**src/rtl/systolic_pkg.sv**
```systemverilog
// Shared definitions for the systolic-array control blocks.
//   seq_state_e     : sequencer FSM states
//   default_latency : weight-in to psum-out step count of an H x W array
package systolic_pkg;

  typedef enum logic [2:0] {
    IDLE   = 3'd0,
    LOAD   = 3'd1,
    STREAM = 3'd2,
    DRAIN  = 3'd3,
    DONE   = 3'd4
  } seq_state_e;

  // A weight vector must ripple down every row and across every column
  // before its (unskewed) psum vector is complete.
  function automatic int default_latency(input int height, input int width);
    return height + width;
  endfunction

endpackage

```
**src/rtl/is_array_sequencer.sv**
```systemverilog
// Sequencer for an input-stationary systolic array.
//   clk, rst_n                       : clock, asynchronous active-low reset
//   start, num_vectors, busy, done   : job control (done is a 1-cycle pulse)
//   in_valid/in_ready/in_data        : input columns, loaded into the array first
//   w_valid/w_ready/w_data           : weight vectors streamed through the array
//   arr_process_en/arr_input_en/
//   arr_input_in/arr_weight_in       : drive to the array
//   arr_psum_out                     : unskewed array result
//   out_valid/out_ready/out_data     : result stream, one beat per weight vector
module is_array_sequencer
  import systolic_pkg::*;
#(
  parameter int INPUT_WIDTH  = 16,
  parameter int WEIGHT_WIDTH = 16,
  parameter int PSUM_WIDTH   = 16,
  parameter int ARRAY_HEIGHT = 16,
  parameter int ARRAY_WIDTH  = 16,
  parameter int LATENCY      = default_latency(ARRAY_HEIGHT, ARRAY_WIDTH),
  parameter int CNT_WIDTH    = 16
) (
  input  logic                                      clk,
  input  logic                                      rst_n,
  input  logic                                      start,
  input  logic [CNT_WIDTH-1:0]                      num_vectors,
  output logic                                      busy,
  output logic                                      done,
  input  logic                                      in_valid,
  output logic                                      in_ready,
  input  logic [ARRAY_HEIGHT-1:0][INPUT_WIDTH-1:0]  in_data,
  input  logic                                      w_valid,
  output logic                                      w_ready,
  input  logic [ARRAY_WIDTH-1:0][WEIGHT_WIDTH-1:0]  w_data,
  output logic                                      arr_process_en,
  output logic                                      arr_input_en,
  output logic [ARRAY_HEIGHT-1:0][INPUT_WIDTH-1:0]  arr_input_in,
  output logic [ARRAY_WIDTH-1:0][WEIGHT_WIDTH-1:0]  arr_weight_in,
  input  logic [ARRAY_WIDTH-1:0][PSUM_WIDTH-1:0]    arr_psum_out,
  output logic                                      out_valid,
  input  logic                                      out_ready,
  output logic [ARRAY_WIDTH-1:0][PSUM_WIDTH-1:0]    out_data
);

  localparam int LCW = $clog2(ARRAY_WIDTH + 1);

  seq_state_e                                state_q, state_d;
  logic [CNT_WIDTH-1:0]                      num_q, num_d;
  logic [CNT_WIDTH-1:0]                      vec_cnt_q, vec_cnt_d;
  logic [LCW-1:0]                            load_cnt_q, load_cnt_d;
  logic [LATENCY-1:0]                        tags_q, tags_d;
  logic                                      out_valid_q, out_valid_d;
  logic [ARRAY_WIDTH-1:0][PSUM_WIDTH-1:0]    out_data_q, out_data_d;

  logic out_free;
  logic step;
  logic capture;
  logic last_col;
  logic last_vec;

  // The array only advances when the output register can take whatever
  // emerges this step, so a stalled consumer freezes the whole pipe.
  assign out_free = !out_valid_q || out_ready;
  assign step     = out_free && ((state_q == DRAIN) || ((state_q == STREAM) && w_valid));
  // Tag bit LATENCY-1 marks the step on which a real (non-drain) psum is present.
  assign capture  = step && tags_q[LATENCY-1];
  assign last_col = (load_cnt_q == LCW'(ARRAY_WIDTH - 1));
  assign last_vec = ((vec_cnt_q + CNT_WIDTH'(1)) == num_q);

  always_ff @(posedge clk or negedge rst_n) begin
    if (!rst_n) begin
      state_q     <= IDLE;
      num_q       <= '0;
      vec_cnt_q   <= '0;
      load_cnt_q  <= '0;
      tags_q      <= '0;
      out_valid_q <= 1'b0;
      out_data_q  <= '0;
    end else begin
      state_q     <= state_d;
      num_q       <= num_d;
      vec_cnt_q   <= vec_cnt_d;
      load_cnt_q  <= load_cnt_d;
      tags_q      <= tags_d;
      out_valid_q <= out_valid_d;
      out_data_q  <= out_data_d;
    end
  end

  always_comb begin
    state_d       = state_q;
    num_d         = num_q;
    vec_cnt_d     = vec_cnt_q;
    load_cnt_d    = load_cnt_q;
    tags_d        = tags_q;
    out_valid_d   = out_valid_q;
    out_data_d    = out_data_q;
    in_ready      = 1'b0;
    w_ready       = 1'b0;
    arr_input_en  = 1'b0;
    arr_input_in  = '0;
    arr_weight_in = '0;

    // Output register: a capture refills it even while the old beat is
    // being handed off in the same cycle.
    if (capture) begin
      out_valid_d = 1'b1;
      out_data_d  = arr_psum_out;
    end else if (out_ready) begin
      out_valid_d = 1'b0;
    end

    // A step in STREAM always accepts a weight vector (tag 1); in DRAIN
    // a bubble (tag 0) follows the real vectors through.
    if (step) begin
      tags_d = (tags_q << 1) | LATENCY'(state_q == STREAM);
    end

    unique case (state_q)
      IDLE: begin
        if (start) begin
          num_d      = num_vectors;
          vec_cnt_d  = '0;
          load_cnt_d = '0;
          state_d    = LOAD;
        end
      end

      LOAD: begin
        in_ready     = 1'b1;
        arr_input_en = in_valid;
        arr_input_in = in_data;
        if (in_valid) begin
          if (last_col) begin
            load_cnt_d = '0;
            state_d    = (num_q == '0) ? DONE : STREAM;
          end else begin
            load_cnt_d = load_cnt_q + LCW'(1);
          end
        end
      end

      STREAM: begin
        w_ready       = step;
        arr_weight_in = w_data;
        if (step) begin
          if (last_vec) begin
            vec_cnt_d = '0;
            state_d   = DRAIN;
          end else begin
            vec_cnt_d = vec_cnt_q + CNT_WIDTH'(1);
          end
        end
      end

      DRAIN: begin
        // Finish only once no result is in flight and the last beat is
        // leaving (or gone), so done never precedes the final handshake.
        if ((tags_q == '0) && out_free) begin
          state_d = DONE;
        end
      end

      DONE: begin
        state_d = IDLE;
      end

      default: begin
        state_d = IDLE;
      end
    endcase
  end

  assign busy           = (state_q != IDLE);
  assign done           = (state_q == DONE);
  assign arr_process_en = step;
  assign out_valid      = out_valid_q;
  assign out_data       = out_data_q;

endmodule

```
**config.mk**
```make
export PLATFORM = sky130hd
export DESIGN_NAME = is_array_sequencer
export DESIGN_NICKNAME = d
export VERILOG_FILES = /design/src/rtl/systolic_pkg.sv /design/src/rtl/is_array_sequencer.sv
export SDC_FILE = /design/constraint.sdc
export NUM_CORES = 1
export LEC_CHECK = 0
export BUFFER_PORTS_ARGS = -buffer_cell sky130_fd_sc_hd__buf_4
export CORE_AREA = 3 3 609 611
export CTS_CLUSTER_SIZE = 20
export DETAILED_ROUTE_END_ITERATION = 10
export DIE_AREA = 0 0 612 614
export SETUP_SLACK_MARGIN = 0.3
export SLEW_MARGIN = 20
export SYNTH_ARGS = -nofsm -noshare
export SYNTH_HDL_FRONTEND = slang
export SYNTH_SLANG_ARGS = --single-unit
```
**constraint.sdc**
```tcl
create_clock -name clk -period 4.5 [get_ports clk]
set_input_delay 0.45 -clock clk [delete_from_list [all_inputs] [get_ports clk]]
set_output_delay 0.45 -clock clk [all_outputs]
set_load 0.02 [all_outputs]
```
Word-level counts from Yosys, hierarchy flattened
Cells that the tools add are included.
{"block": "totals", "regBits": 329, "latchBits": 0, "ramBits": 0, "mem_bits_ro": 0, "in_bits": 790, "out_inout_bits": 775, "wordCells": 78, "memories": 0}
{"block": "op_classes", "add_sub_neg": 2, "n_mul": 0, "n_div": 0, "magnitude_cmp": 0, "n_eq_ne": 12, "shifts": 0, "n_mux": 23, "n_bitwise": 1, "n_reduce_logical": 18}
{"operator": "$mux W256", "n": 2}
{"operator": "$mux W16", "n": 3}
{"operator": "$logic_not A32 Y1", "n": 1}
{"operator": "$or A32 B1 Y32", "n": 1}
{"operator": "$pmux W16 S2", "n": 1}
{"operator": "$mux W3", "n": 7}
{"operator": "$add A16 B1 Y16 const B", "n": 1}
{"operator": "$eq A16 B16 Y1", "n": 1}
{"operator": "$logic_not A16 Y1", "n": 1}
{"operator": "$mux W5", "n": 3}
{"operator": "$pmux W3 S4", "n": 1}
{"operator": "$ne A2 B2 Y1 const B", "n": 5}
{"operator": "$pmux W5 S2", "n": 1}
{"operator": "$eq A3 B2 Y1 const B", "n": 2}
{"operator": "$reduce_and A3 Y1", "n": 2}
{"operator": "$reduce_and A6 Y1", "n": 1}
{"operator": "$reduce_bool A2 Y1", "n": 3}
{"operator": "$add A5 B1 Y5 const B", "n": 1}
{"operator": "$eq A5 B4 Y1 const B", "n": 1}
{"operator": "$mux W1", "n": 5}
{"operator": "$logic_and A1 B1 Y1", "n": 4}
{"operator": "$eq A3 B1 Y1 const B", "n": 1}
{"operator": "$eq A3 B3 Y1 const B", "n": 1}
{"operator": "$logic_not A3 Y1", "n": 1}
{"operator": "other kinds (5)", "n": 6}

Depth between registers and ports, before layout
Gate-level depths: netlist of the first run.
{"block": "logic_depth", "word_depth": 6, "ltp_mapped": 11}

Worst setup path after synthesis of the first run
OpenSTA, ideal clock, no wires.
{"block": "synth_timing", "path_kind": "reg2reg", "start": "register vec_cnt_q[0]", "end": "register vec_cnt_q[13]", "setup_ns": 0.135, "t_arrival_ns": 2.368, "required_ns": 4.365, "path_slack_ns": 1.997, "stages_incl_launch_ff": 11, "path_buffers": 1, "period_less_slack_ns": 2.503, "path_cell_list": "dfrtp_1 -> ha_1 -> xor2_1 -> a211oi_1 -> o211ai_1 -> nor3_1 -> or4b_4 -> o21ai_4 -> buf_6 -> a2bb2oi_2 -> o31ai_1"}
{"block": "synth_via", "elab_chain_cells": 5}
{"item": "from (decl)", "line_no": "is_array_sequencer.sv:47", "text": "logic [CNT_WIDTH-1:0] vec_cnt_q, vec_cnt_d;"}
{"item": "from (signal assigned)", "line_no": "is_array_sequencer.sv:80", "text": "vec_cnt_q <= vec_cnt_d;"}
{"item": "$add A16 B1 Y16 (*)", "line_no": "is_array_sequencer.sv:66, is_array_sequencer.sv:149"}
{"item": "$eq A16 B16 Y1", "line_no": "is_array_sequencer.sv:66", "text": "assign last_vec = ((vec_cnt_q + CNT_WIDTH'(1)) == num_q);"}
{"item": "$mux W16 (*)", "line_no": "is_array_sequencer.sv:145", "text": "if (last_vec) begin"}
{"item": "$mux W16 (*)", "line_no": "is_array_sequencer.sv:144", "text": "if (step) begin"}
{"item": "$pmux W16 S2 (*)", "line_no": "is_array_sequencer.sv:117", "text": "unique case (state_q)"}
Mark *: on every way between the ends. The rest lies on a longest branch, timed or not. The select of a mux whose other input is x is not followed.
A chain may end at the register's enable or synchronous reset.

==> results of run 1 <==
-- per-layer routing --
metal  track usage [%]  part of all wire [%]  vias to the layer above  wire length (um)
met2              27.9                    56                     1609            157000
met4              5.10                   3.9                       80             11000
met3              6.88                    11                      665             31800
met5                 0                  0.19                        -               536
li1                  -                     -                     8580                 -
met1              11.7                    28                    10100             78500
-- final cells by class --
type / instances / area, um^2 / share of cell area, %
Sequential cell: 329 / 8240 / 22.8
Timing Repair Buffer: 1615 / 12300 / 34.1
Antenna cell: 83 / 208 / 0.574
Multi-Input combinational cell: 1018 / 7940 / 22.0
Clock inverter: 23 / 293 / 0.810
Clock buffer: 48 / 1080 / 2.99
Inverter: 7 / 26.3 / 0.0727
Tap cell: 4816 / 6030 / 16.7
-- cells in the final DEF, fill, tap and decap left out, drive strengths merged, types with 6 or more instances in the layout --
cell	n
a21oi	8
a22o	6
and3	515
buf	1586
clkbuf	48
clkinv	13
dfrtp	329
diode	83
dlygate4sd3	29
inv	11
mux2	304
nand2	29
nand3	11
nand4	11
nor2	20
nor3	9
nor4	11
o21ai	20
or3	6
xnor2	7
xor2	7
-- registers in the layout (all words and copies together) (netlist names) --
signal	flops
tags_q	32
state_q	3
num_q	16
load_cnt_q	5
out_data	256
out_valid	1
vec_cnt_q	16
-- power by group --
part	total [mW]	leakage [nW]	internal, mW	switching [mW]
clock network	3.47	0.673	1.97	1.50
logic	9.57	13.4	3.25	6.32
registers	3.51	4.53	3.17	0.345
total	16.6	18.6	8.39	8.16
-- worst max path at each step --
stage / to / depth (start not counted) / slack [ps]
floorplan: vec_cnt_q[13] / 10 / 2000
global placement: vec_cnt_q[2] / 8 / 1250
detailed placement: arr_input_in[183] / 5 / 1310
CTS: arr_input_in[183] / 5 / 590
global route: arr_input_in[183] / 5 / 400
finish: arr_input_in[80] / 4 / 630
-- cell families (layout without fill, tap and decap cells) --
logic type	Yosys count	count (layout)	synth area share, %
XOR/XNOR	14	14	0.730
buffers and inverters	166	1693	3.85
AO/OA/AOI/OAI	64	64	2.83
flip-flops	329	329	49.0
other	0	83	0
multiplexers	305	305	20.5
adder cells (fa/ha/maj)	2	2	0.149
AND/OR/NAND/NOR	633	633	23.0
-- stage by stage --
| stage | instances | hold WS, ps | area (um^2) | setup slack (ps) | power, mW |
|---|---|---|---|---|---|
| 3_3_place_gp | 7756 | 488 | 34300 | 1250 | 13.3 |
| 5_1_grt | 7907 | 35.1 | 36100 | 400 | 17.4 |
| 2_1_floorplan | 1513 | 154 | 16800 | 2000 | 7.79 |
| 4_1_cts | 7856 | 0.0219 | 35900 | 589 | 17.0 |
| 3_5_place_dp | 7756 | 491 | 34300 | 1310 | 13.3 |
| 6_report | 7939 | 77.5 | 36200 | 633 | 16.6 |
==> metrics.md, run 1 <==
| Metric | Value |
|---|---|
| Final weighted congestion in routability-driven placement | between 0.9 and 1 |
| Area contributors post-synth | dfrtp_1, mux2_2, and3_1 |
| Warnings, synthesis | 0 |
| Mean Syn Cell Area | 11.1 um^2 |
| Pin count of the biggest net entering global routing | 160 |
| Num CTS Buffers | 39 |
| RSZ-0062 raised after global routing | false |
| Leading area contributor after synthesis | dfrtp_1 |
| Startpoint Class | flop |
| Worst-path cell chain | buf_4 -> buf_12 -> and3_1 -> buf_4 |
| Pwr dens | about 460 nW/um^2 |
| Die ar. | 376,000 um^2 |
| Post-Syn Nets | 2,305 |
| Mean number of vias per cell | roughly 2.7 |
| Buf/Inv on CP | 3 |
| Critical path class | flop to primary output |
| Vias in the first global route | 19,400 |
| Initial antenna violation count | 345 |
| Port Buffers | 1,564 |
| Setup violators final | 0 |
| Yosys cell types | 50 |
| Measured slew at the worst slew-check pin | 1130 ps |
| Req. time, crit path | 4050 ps |
| DR pass1 iterations | 5 |
| Seq cells post-synth | 329 |
| GRT overflow | 0 |
| Relative slew margins | 24.8% |
| Io pins | roughly 1,600 |
| R2R Setup Slk | roughly 1200 ps |
| Vias | 21,100 |
| Clock latency on the worst-skew pair | 620 ps |
| First-pass GRT wire length | 318,000 um |
| CTS tree | built |
| DR WL/cell | 35.1 um |
| Part of the cycle the worst path needs | 85.9% |
| P&R area growth vs syn | 115% |
| Post-layout util | around a tenth |
| Starting Density | 4.59% |
| Status | finished, final reports clean |
| Htree depth | 2 |
| Sum of negative setup slack | 0 ps |
| Fmax | 259 MHz |
| DRT iter0 DRCs | between 1,500 and 2,000 |
| GRT Total Usage | 14.0% |
| Post-Syn Instances | 1,513 |
| Remaining antenna violation count | 0 |
| Reg-to-Reg End | vec_cnt_q[2] |
| Post-synth EDFFs | 0 |
| Clock buffer depth | 3 |
| Seq/Total Area, Yosys | between 40% and 50% |
| Share of cells above drive strength 1 | 65.0% |
| Reg2reg start | vec_cnt_q[0] |
| Final slew viol count | 0 |
| DR DRC count | 0 |
| Dominant cell by count in the synthesized netlist | and3_1 |
| Row count | 222 |
| CTS Root Buffer Type | clkbuf_16 |
| Nets | 3,802 |
| HP Class | input port to flop |
| DP Wirelength | between 200,000 and 300,000 um |
| Crit-path max FO | between 150 and 200 |
| Hold Path End | out_data[119] |
| Layout Skew | 38.6 ps |
| CP max stage delay | approximately 670 ps |
| Fill cells | 42,400 |
| Worst reg2reg path depth | 9 |
| Crit path time final | 3870 ps |
| Cell repeated most along the worst path | buf_4 |
| Final wirelength | between 200,000 and 300,000 um |
| Clk slew on worst S/H paths | around 60 ps |
| Core area | 366,000 um^2 |
| Hold Fails Final Rpt | 0 |
| Post-synthesis cell area | 16,800 um^2 |
| Slowest CP cell | buf_4 |
| Postcts setup bufs | 0 |
| Synth cell count leaders | and3_1, dfrtp_1, mux2_2 |
| Die X | 612 um |
| CP arrival | 3420 ps |
| LEAKAGE | 18.6 nW |
| Peak supply drop | 0.324 mV |
| Top cell type's share of synthesized area | 49.0% |
| Worst Setup SP | state_q[0] |
| Worst Setup End Kind | primary output |
| Synth Flop Type | dfrtp_1 |
| Post-CTS Hold Fix Bufs | 29 |
| CTS resizes | 0 |
| CTS sink cnt | 329 |
| HP Start | arr_psum_out[119] |
| Die height | 614 um |
| Async SR Flop Fraction | 100% |
| Hold path depth | 2 |
| Top delay family on crit path | buffers and inverters |
| Maxcap violations | 0 |
(Power assumes the default switching activity.)
==> run 2, diff against run 1 <==
--- a/config.mk
+++ b/config.mk
@@ -10,6 +10,7 @@
 export CTS_CLUSTER_SIZE = 20
 export DETAILED_ROUTE_END_ITERATION = 10
 export DIE_AREA = 0 0 612 614
+export PLACE_DENSITY = 0.3
 export SETUP_SLACK_MARGIN = 0.3
 export SLEW_MARGIN = 20
 export SYNTH_ARGS = -nofsm -noshare
==> constraint.sdc (replaced) <==
create_clock -name clk -period 4.8 [get_ports clk]
set_input_delay 0.48 -clock clk [delete_from_list [all_inputs] [get_ports clk]]
set_output_delay 0.48 -clock clk [all_outputs]
set_load 0.02 [all_outputs]
==> run 2 against run 1 <==
  * Core utilization is 0.56 points higher
  * First-iteration DRC count fell by 28%
  * Sequential share of layout area is 1.2 points lower
  * Wire length decreased by 15%
  * Non-clock buffer count increased by 191
  * Critical path depth is the same
  * Highest routed layer unchanged
  * Sequential power is 6.0% lower
  * Die area is the same
  * Clock power is 4% higher
  * Setup slack better by 440 ps
  * Worst hold slack better by 8.8 ps
==> metrics.md, run 2 (synthesis gave the netlist of run 1 again) <==
| Metric | Value |
|---|---|
| Startpoint Class | flop (unchanged) |
| Final weighted congestion in routability-driven placement | 0.953 (was 0.978) |
| RSZ-0062 raised after global routing | false (unchanged) |
| Setup violators final | 0 (unchanged) |
| HP Class | input port to flop (unchanged) |
| CP max stage delay | 840 ps (was 670 ps) |
| Die height | 614 um (unchanged) |
| Sum of negative setup slack | 0 ps (unchanged) |
| HP Start | arr_psum_out[229] (was arr_psum_out[119]) |
| Vias | 20,900 (was 21,100) |
| Met2 WL | 131,000 um (was 157,000 um) |
| Part of the cycle the worst path needs | approximately 78% |
| Io pins | 1,565 (unchanged) |
| Fill cells | 42,400 (about the same) |
| Most frequent cells in the layout | buf_4, and3_1, dfrtp_1 (unchanged) |
| DR WL/cell | 29.2 um (was 35.1 um) |
| Row count | 222 (unchanged) |
| Pwr dens | 435 nW/um^2 (was 458 nW/um^2) |
| Routed wl met3 | 22,000 um (was 31,800 um) |
| Postcts setup bufs | 0 (unchanged) |
| Port Buffers | 1,564 (unchanged) |
| Share of cells above drive strength 1 | 61.3% (was 65.0%) |
| Reg2reg start | state_q[1] (was vec_cnt_q[0]) |
| DP Wirelength | 205,000 um (was 253,000 um) |
| Slowest CP cell | and3_1 (was buf_4) |
| LEAKAGE | 19.4 nW (was 18.6 nW) |
| Initial antenna violation count | 177 (was 345) |
| Clock buffer depth | 3 (unchanged) |
| Layout Skew | 44.5 ps (was 38.6 ps) |
| Clk slew on worst S/H paths | 60 ps (about the same) |
| Worst Setup End Kind | primary output (unchanged) |
| Final slew viol count | 0 (unchanged) |
| Measured slew at the worst slew-check pin | 952 ps (was 1130 ps) |
| Vias in the first global route | 21,400 (was 19,400) |
| Cell repeated most along the worst path | buf_4 (unchanged) |
| Die X | 612 um (unchanged) |
| Hold Fails Final Rpt | 0 (unchanged) |
| Nets | 3,999 (was 3,802) |
| CTS tree | built (unchanged) |
| Leading cell type in the layout, fill and taps excluded | buf_4 (unchanged) |
| Num CTS Buffers | 45 (was 39) |
| Mean number of vias per cell | 2.57 (was 2.65) |
| Total power | 16.6 mW (about the same) |
| Relative slew margins | 36.5% (was 24.8%) |
| Max Used Layer | met5 (unchanged) |
| Crit-path max FO | 47 (was 154) |
| Maxcap violations | 0 (unchanged) |
| P&R area growth vs syn | 128% (was 115%) |
| Peak supply drop | 0.508 mV (was 0.324 mV) |
| Core area | 366,000 um^2 (unchanged) |
| Met1 Wirelength | 73,500 um (was 78,500 um) |
| DRT iter0 DRCs | 1,286 (was 1,782) |
| Critical path class | flop to primary output (unchanged) |
| GRT Total Usage | 12.0% (was 14.0%) |
| CTS sink cnt | 329 (unchanged) |
| Worst-path cell chain | nor2_4 -> buf_4 -> and3_1 -> buf_4 (was buf_4 -> buf_12 -> and3_1 -> buf_4) |
| Starting Density | 4.59% (unchanged) |
| Req. time, crit path | 4320 ps (was 4050 ps) |
| Max reg flops | 256 (unchanged) |
| Die ar. | 376,000 um^2 (unchanged) |
| DR pass1 iterations | 4 (was 5) |
| DR DRC count | 0 (unchanged) |
| Pin count of the biggest net entering global routing | 117 (was 160) |
| Clock latency on the worst-skew pair | 640 ps (was 620 ps) |
| Final wirelength | 238,000 um (was 279,000 um) |
| Post-layout util | 10.5% (was 9.89%) |
| CTS Root Buffer Type | clkbuf_16 (unchanged) |
| First-pass GRT wire length | 283,000 um (was 318,000 um) |
| Fmax | 268 MHz |
| GRT overflow | 0 (unchanged) |
| Worst Setup SP | state_q[1] (was state_q[0]) |
| CP arrival | 3250 ps (was 3420 ps) |
| Status | finished, final reports clean (unchanged) |
| Htree depth | 2 (unchanged) |
| Crit path time final | about 3700 ps |
| Remaining antenna violation count | 0 (unchanged) |
==> run 2: report_power, final <==
| group | internal [mW] | switching, mW |
|---|---|---|
| logic | 3.18 | 6.54 |
| clock network | 2.03 | 1.58 |
| registers | 2.97 | 0.332 |
==> run 2: path summary, 6_finish.rpt <==
kind,slack [ps],depth (start not counted),end
max,1070,4,arr_input_in[37]
min,90,2,out_data[229]
max reg2reg,1460,6,out_data[216]
min reg2reg,500,1,out_data[207]
max in group asynchronous,3120,3,out_data[31]
min in group asynchronous,340,2,out_data[87]
==> run 2: metrics by stage <==
stage                     cell area [um^2]  cells  hold WS (ps)  worst slack (ps)
after floorplan                      16800   1513           184              2300
after global placement               34300   7761           476              1470
after detailed placement             34300   7761           475              1430
after CTS                            38000   8056        0.0955              1110
after global routing                 38100   8111          27.8               963
final                                38200   8150          86.2              1070
==> run 2: routing by layer <==
layer / vias to the layer above / GRT usage [%]
met5: - / 0
met4: 90 / 5.02
met3: 396 / 5.11
met2: 1168 / 23.2
met1: 10300 / 10.7
li1: 8972 / -
==> run 2: cell type report <==
cell class	count	area [um^2]	area share [%]
clock buffers	58	1240	3.26
multi-input cells	1018	7940	20.8
inverters	7	26.3	0.0688
repair buffers	1806	14200	37.2
clock inverters	22	284	0.743
flip-flops and latches	329	8240	21.6
diodes	94	235	0.616
well taps	4816	6030	15.8
==> run 2: critical path, delay by kind of cell (launching register included) <==
family                 cells  cell delay, ps
buffers and inverters      2             720
flip-flops                 1             690
AND/OR/NAND/NOR            2            1080
==> run 2: timing repair <==
item	in CTS	in global routing
resized for setup	0	0
hold buffers	215	0
endpoints found under the hold margin	268	0
==> run 3, diff against run 2 <==
--- a/config.mk
+++ b/config.mk
@@ -5,11 +5,12 @@
 export SDC_FILE = /design/constraint.sdc
 export NUM_CORES = 1
 export LEC_CHECK = 0
+export ABC_AREA = 1
 export BUFFER_PORTS_ARGS = -buffer_cell sky130_fd_sc_hd__buf_4
-export CORE_AREA = 3 3 609 611
+export CORE_AREA = 3 3 615 617
 export CTS_CLUSTER_SIZE = 20
 export DETAILED_ROUTE_END_ITERATION = 10
-export DIE_AREA = 0 0 612 614
+export DIE_AREA = 0 0 618 620
 export PLACE_DENSITY = 0.3
 export SETUP_SLACK_MARGIN = 0.3
 export SLEW_MARGIN = 20
==> constraint.sdc (replaced) <==
create_clock -name clk -period 3.05 [get_ports clk]
set_input_delay 0.305 -clock clk [delete_from_list [all_inputs] [get_ports clk]]
set_output_delay 0.305 -clock clk [all_outputs]
set_load 0.02 [all_outputs]
==> run 3 against run 2 <==
  * Wire length grew 18%
  * Sequential power up 130%
  * Final area increased by 4.7%
  * Critical path depth grew 3
  * Largest cell class unchanged
==> metrics.md, run 3 <==
| Metric | Value |
|---|---|
| Part of the cycle the worst path needs | between 80% and 90% |
| CTS Root Buffer Type | clkbuf_16 (unchanged) |
| Warnings, synthesis | 0 (unchanged) |
| CTS tree | built (unchanged) |
| Sum of negative setup slack | 0 ps (unchanged) |
| Hold Fails Final Rpt | 0 (unchanged) |
| Final wirelength | 281,000 um (was 238,000 um) |
| Die X | 618 um (was 612 um) |
| Max Used Layer | met5 (unchanged) |
| Multi-input gate area | 6710 um^2 (was 7940 um^2) |
| Peak supply drop | 0.387 mV (was 0.508 mV) |
| Register area | 8240 um^2 (about the same) |
| Yosys cell types | 32 (was 50) |
| RSZ-0062 raised after global routing | true (was false) |
| Fmax | 368 MHz |
| Max reg flops | 256 (unchanged) |
| Io pins | 1,565 (unchanged) |
| Starting Density | 4.69% (was 4.59%) |
| P&R area growth vs syn | 129% (was 128%) |
| CTS sink cnt | 329 (unchanged) |
| Nets | 5,255 (was 3,999) |
| Synth Flop Type | dfrtp_1 (unchanged) |
| Pin count of the biggest net entering global routing | 82 (was 117) |
| DP Wirelength | 257,000 um (was 205,000 um) |
| Post-synth EDFFs | 0 (unchanged) |
| Post-synthesis cell area | 17,500 um^2 (was 16,800 um^2) |
| Most frequent cells in the layout | buf_4, nand2_1, inv_1 (was buf_4, and3_1, dfrtp_1) |
| Area contributors post-synth | dfrtp_1, nand2_1, inv_1 (was dfrtp_1, mux2_2, and3_1) |
| LEAKAGE | 21.0 nW (was 19.4 nW) |
| Top cell type's share of synthesized area | 47.1% (was 49.0%) |
| Vias | 25,900 (was 20,900) |
| Dominant cell by count in the synthesized netlist | nand2_1 (was and3_1) |
| Pwr dens | 923 nW/um^2 (was 435 nW/um^2) |
| Met2 WL | 122,000 um (was 131,000 um) |
| GRT overflow | 0 (unchanged) |
| Clock latency on the worst-skew pair | 630 ps (was 640 ps) |
| Met1 Wirelength | 108,000 um (was 73,500 um) |
| Relative slew margins | 50.3% (was 36.5%) |
| Initial antenna violation count | 291 (was 177) |
| Post-Syn Instances | 2,663 (was 1,513) |
| First-pass GRT wire length | 339,000 um (was 283,000 um) |
| Share of cells above drive strength 1 | 39.8% (was 61.3%) |
| Async SR Flop Fraction | 100% (unchanged) |
| Core area | 372,000 um^2 (was 366,000 um^2) |
| DRT iter0 DRCs | 1,887 (was 1,286) |
| Seq/Total Area, Yosys | 47.1% (was 49.0%) |
| Placed cell areas | 35,500 um^2 (was 34,300 um^2) |
| Die height | 620 um (was 614 um) |
| CP arrival | 2410 ps (was 3250 ps) |
| GRT Total Usage | 14.0% (was 12.0%) |
| Post-route cell area | 40,000 um^2 (was 38,200 um^2) |
| HP Class | input port to flop (unchanged) |
| Num CTS Buffers | 44 (was 45) |
| Seq cells post-synth | 329 (unchanged) |
| Crit path time final | 2720 ps |
| Final slew viol count | 0 (unchanged) |
| Die ar. | 383,000 um^2 (was 376,000 um^2) |
| DR DRC count | 0 (unchanged) |
| Row count | 224 (was 222) |
| Post-Syn Nets | 3,455 (was 2,305) |
| Final weighted congestion in routability-driven placement | 0.966 (was 0.953) |
| Port Buffers | 1,564 (unchanged) |
| Mean Syn Cell Area | 6.56 um^2 (was 11.1 um^2) |
| DR pass1 iterations | 5 (was 4) |
| Critical path class | flop to primary output (unchanged) |
| DR WL/cell | 29.6 um (was 29.2 um) |
| Remaining antenna violation count | 0 (unchanged) |
| Worst Setup End Kind | primary output (unchanged) |
| Clk slew on worst S/H paths | 60 ps (about the same) |
| Status | finished, final reports clean (unchanged) |
| Layout Skew | 34.3 ps (was 44.5 ps) |
| Leading area contributor after synthesis | dfrtp_1 (unchanged) |
| Req. time, crit path | 2740 ps (was 4320 ps) |
| Vias in the first global route | 26,300 (was 21,400) |
| Setup violators final | 0 (unchanged) |
| Measured slew at the worst slew-check pin | 738 ps (was 952 ps) |
| Routed wl met3 | 44,500 um (was 22,000 um) |
| Maxcap violations | 0 (unchanged) |
| Startpoint Class | flop (unchanged) |
| Leading cell type in the layout, fill and taps excluded | buf_4 (unchanged) |
| Clock buffer depth | 3 (unchanged) |
| Crit-path max FO | 58 (was 47) |
| Synth cell count leaders | nand2_1, inv_1, nor2_1 (was and3_1, dfrtp_1, mux2_2) |
| Htree depth | 2 (unchanged) |
| Mean number of vias per cell | 2.73 (was 2.57) |
| Fill cells | 43,600 (was 42,400) |
-- run 3: cell types whose count changed after synthesis, sizes merged, moves of 13 or more --
cell,change
a21oi,+14
and3,-515
buf,+49
clkbuf,-82
inv,+574
mux2,-303
nand2,+883
nand3,+37
nor2,+545
o22ai,+13
-- run 3: cell type report --
type / count / share of cell area [%]
timing repair buffer: 1879 / 37.7
multi-input combinational: 1627 / 16.8
sequential: 329 / 20.6
antenna: 29 / 0.181
inverter: 582 / 5.52
clock inverter: 16 / 0.604
tap: 4972 / 15.6
clock buffer: 60 / 3.10
-- run 3: path summary, 6_finish.rpt --
check | start | endpoint | slack (ps) | cells past startpoint
min in group asynchronous | rst_n | out_data[97] | 240 | 2
worst max register to register | vec_cnt_q[0] | state_q[0] | 600 | 14
worst min-delay path | arr_psum_out[218] | out_data[218] | 50 | 4
worst max-delay path | state_q[0] | arr_input_in[35] | 330 | 7
worst min register to register | out_data[89] | out_data[89] | 470 | 2
max in group asynchronous | rst_n | out_data[29] | 1870 | 3
-- run 3: kinds of logic after synthesis --
family | count (synthesis) | synth area share (%)
simple gates | 1555 | 34.6
buf+inv | 708 | 15.7
flops | 329 | 47.1
compound gates | 64 | 2.06
xor+xnor | 4 | 0.279
fa+ha+maj | 2 | 0.143
mux | 1 | 0.0645
-- run 3: repair_timing --
action | in CTS | in global routing
cloned | 4 | 0
resized for setup | 74 | 16
pin swaps | 2 | 0
hold buffers | 251 | 0
setup buffers | 6 | 0
endpoints found under the hold margin | 302 | 0
setup endpoints to repair | 359 | 71
-- run 3: worst max-delay path: stages (launching register included) --
cell,delay [ps]
dfrtp_2,420
inv_1,80
nor3_4,190
buf_12,140
inv_12,50
nor2_1,360
buf_4,220
buf_4,160
-- run 3: stage by stage --
step / cells / util [%] / hold WS [ps] / setup WS [ps] / power (mW)
6_report: 9494 / 10.7 / 47.6 / 333 / 36.9
4_1_cts: 9465 / 10.7 / 2.20 / 230 / 38.0
5_1_grt: 9477 / 10.7 / 30.6 / 272 / 39.3
3_5_place_dp: 9128 / 9.53 / 320 / 520 / 31.1
3_3_place_gp: 9128 / 9.53 / 320 / 482 / 31.1
2_1_floorplan: 2663 / - / 9.41 / 1080 / 16.9
-- run 3: metal layers --
| metal | track usage (%) | vias up |
|---|---|---|
| met5 | 0.562 | - |
| met4 | 1.86 | 210 |
| li1 | - | 11200 |
| met1 | 15.8 | 12500 |
| met2 | 21.6 | 1521 |
| met3 | 9.97 | 518 |
-- run 3: power by group --
| group | switching [mW] | internal [mW] |
|---|---|---|
| Clock | 2.30 | 3.27 |
| Combinational | 16.0 | 7.60 |
| Sequential | 1.39 | 6.33 |
| Total | 19.7 | 17.2 |
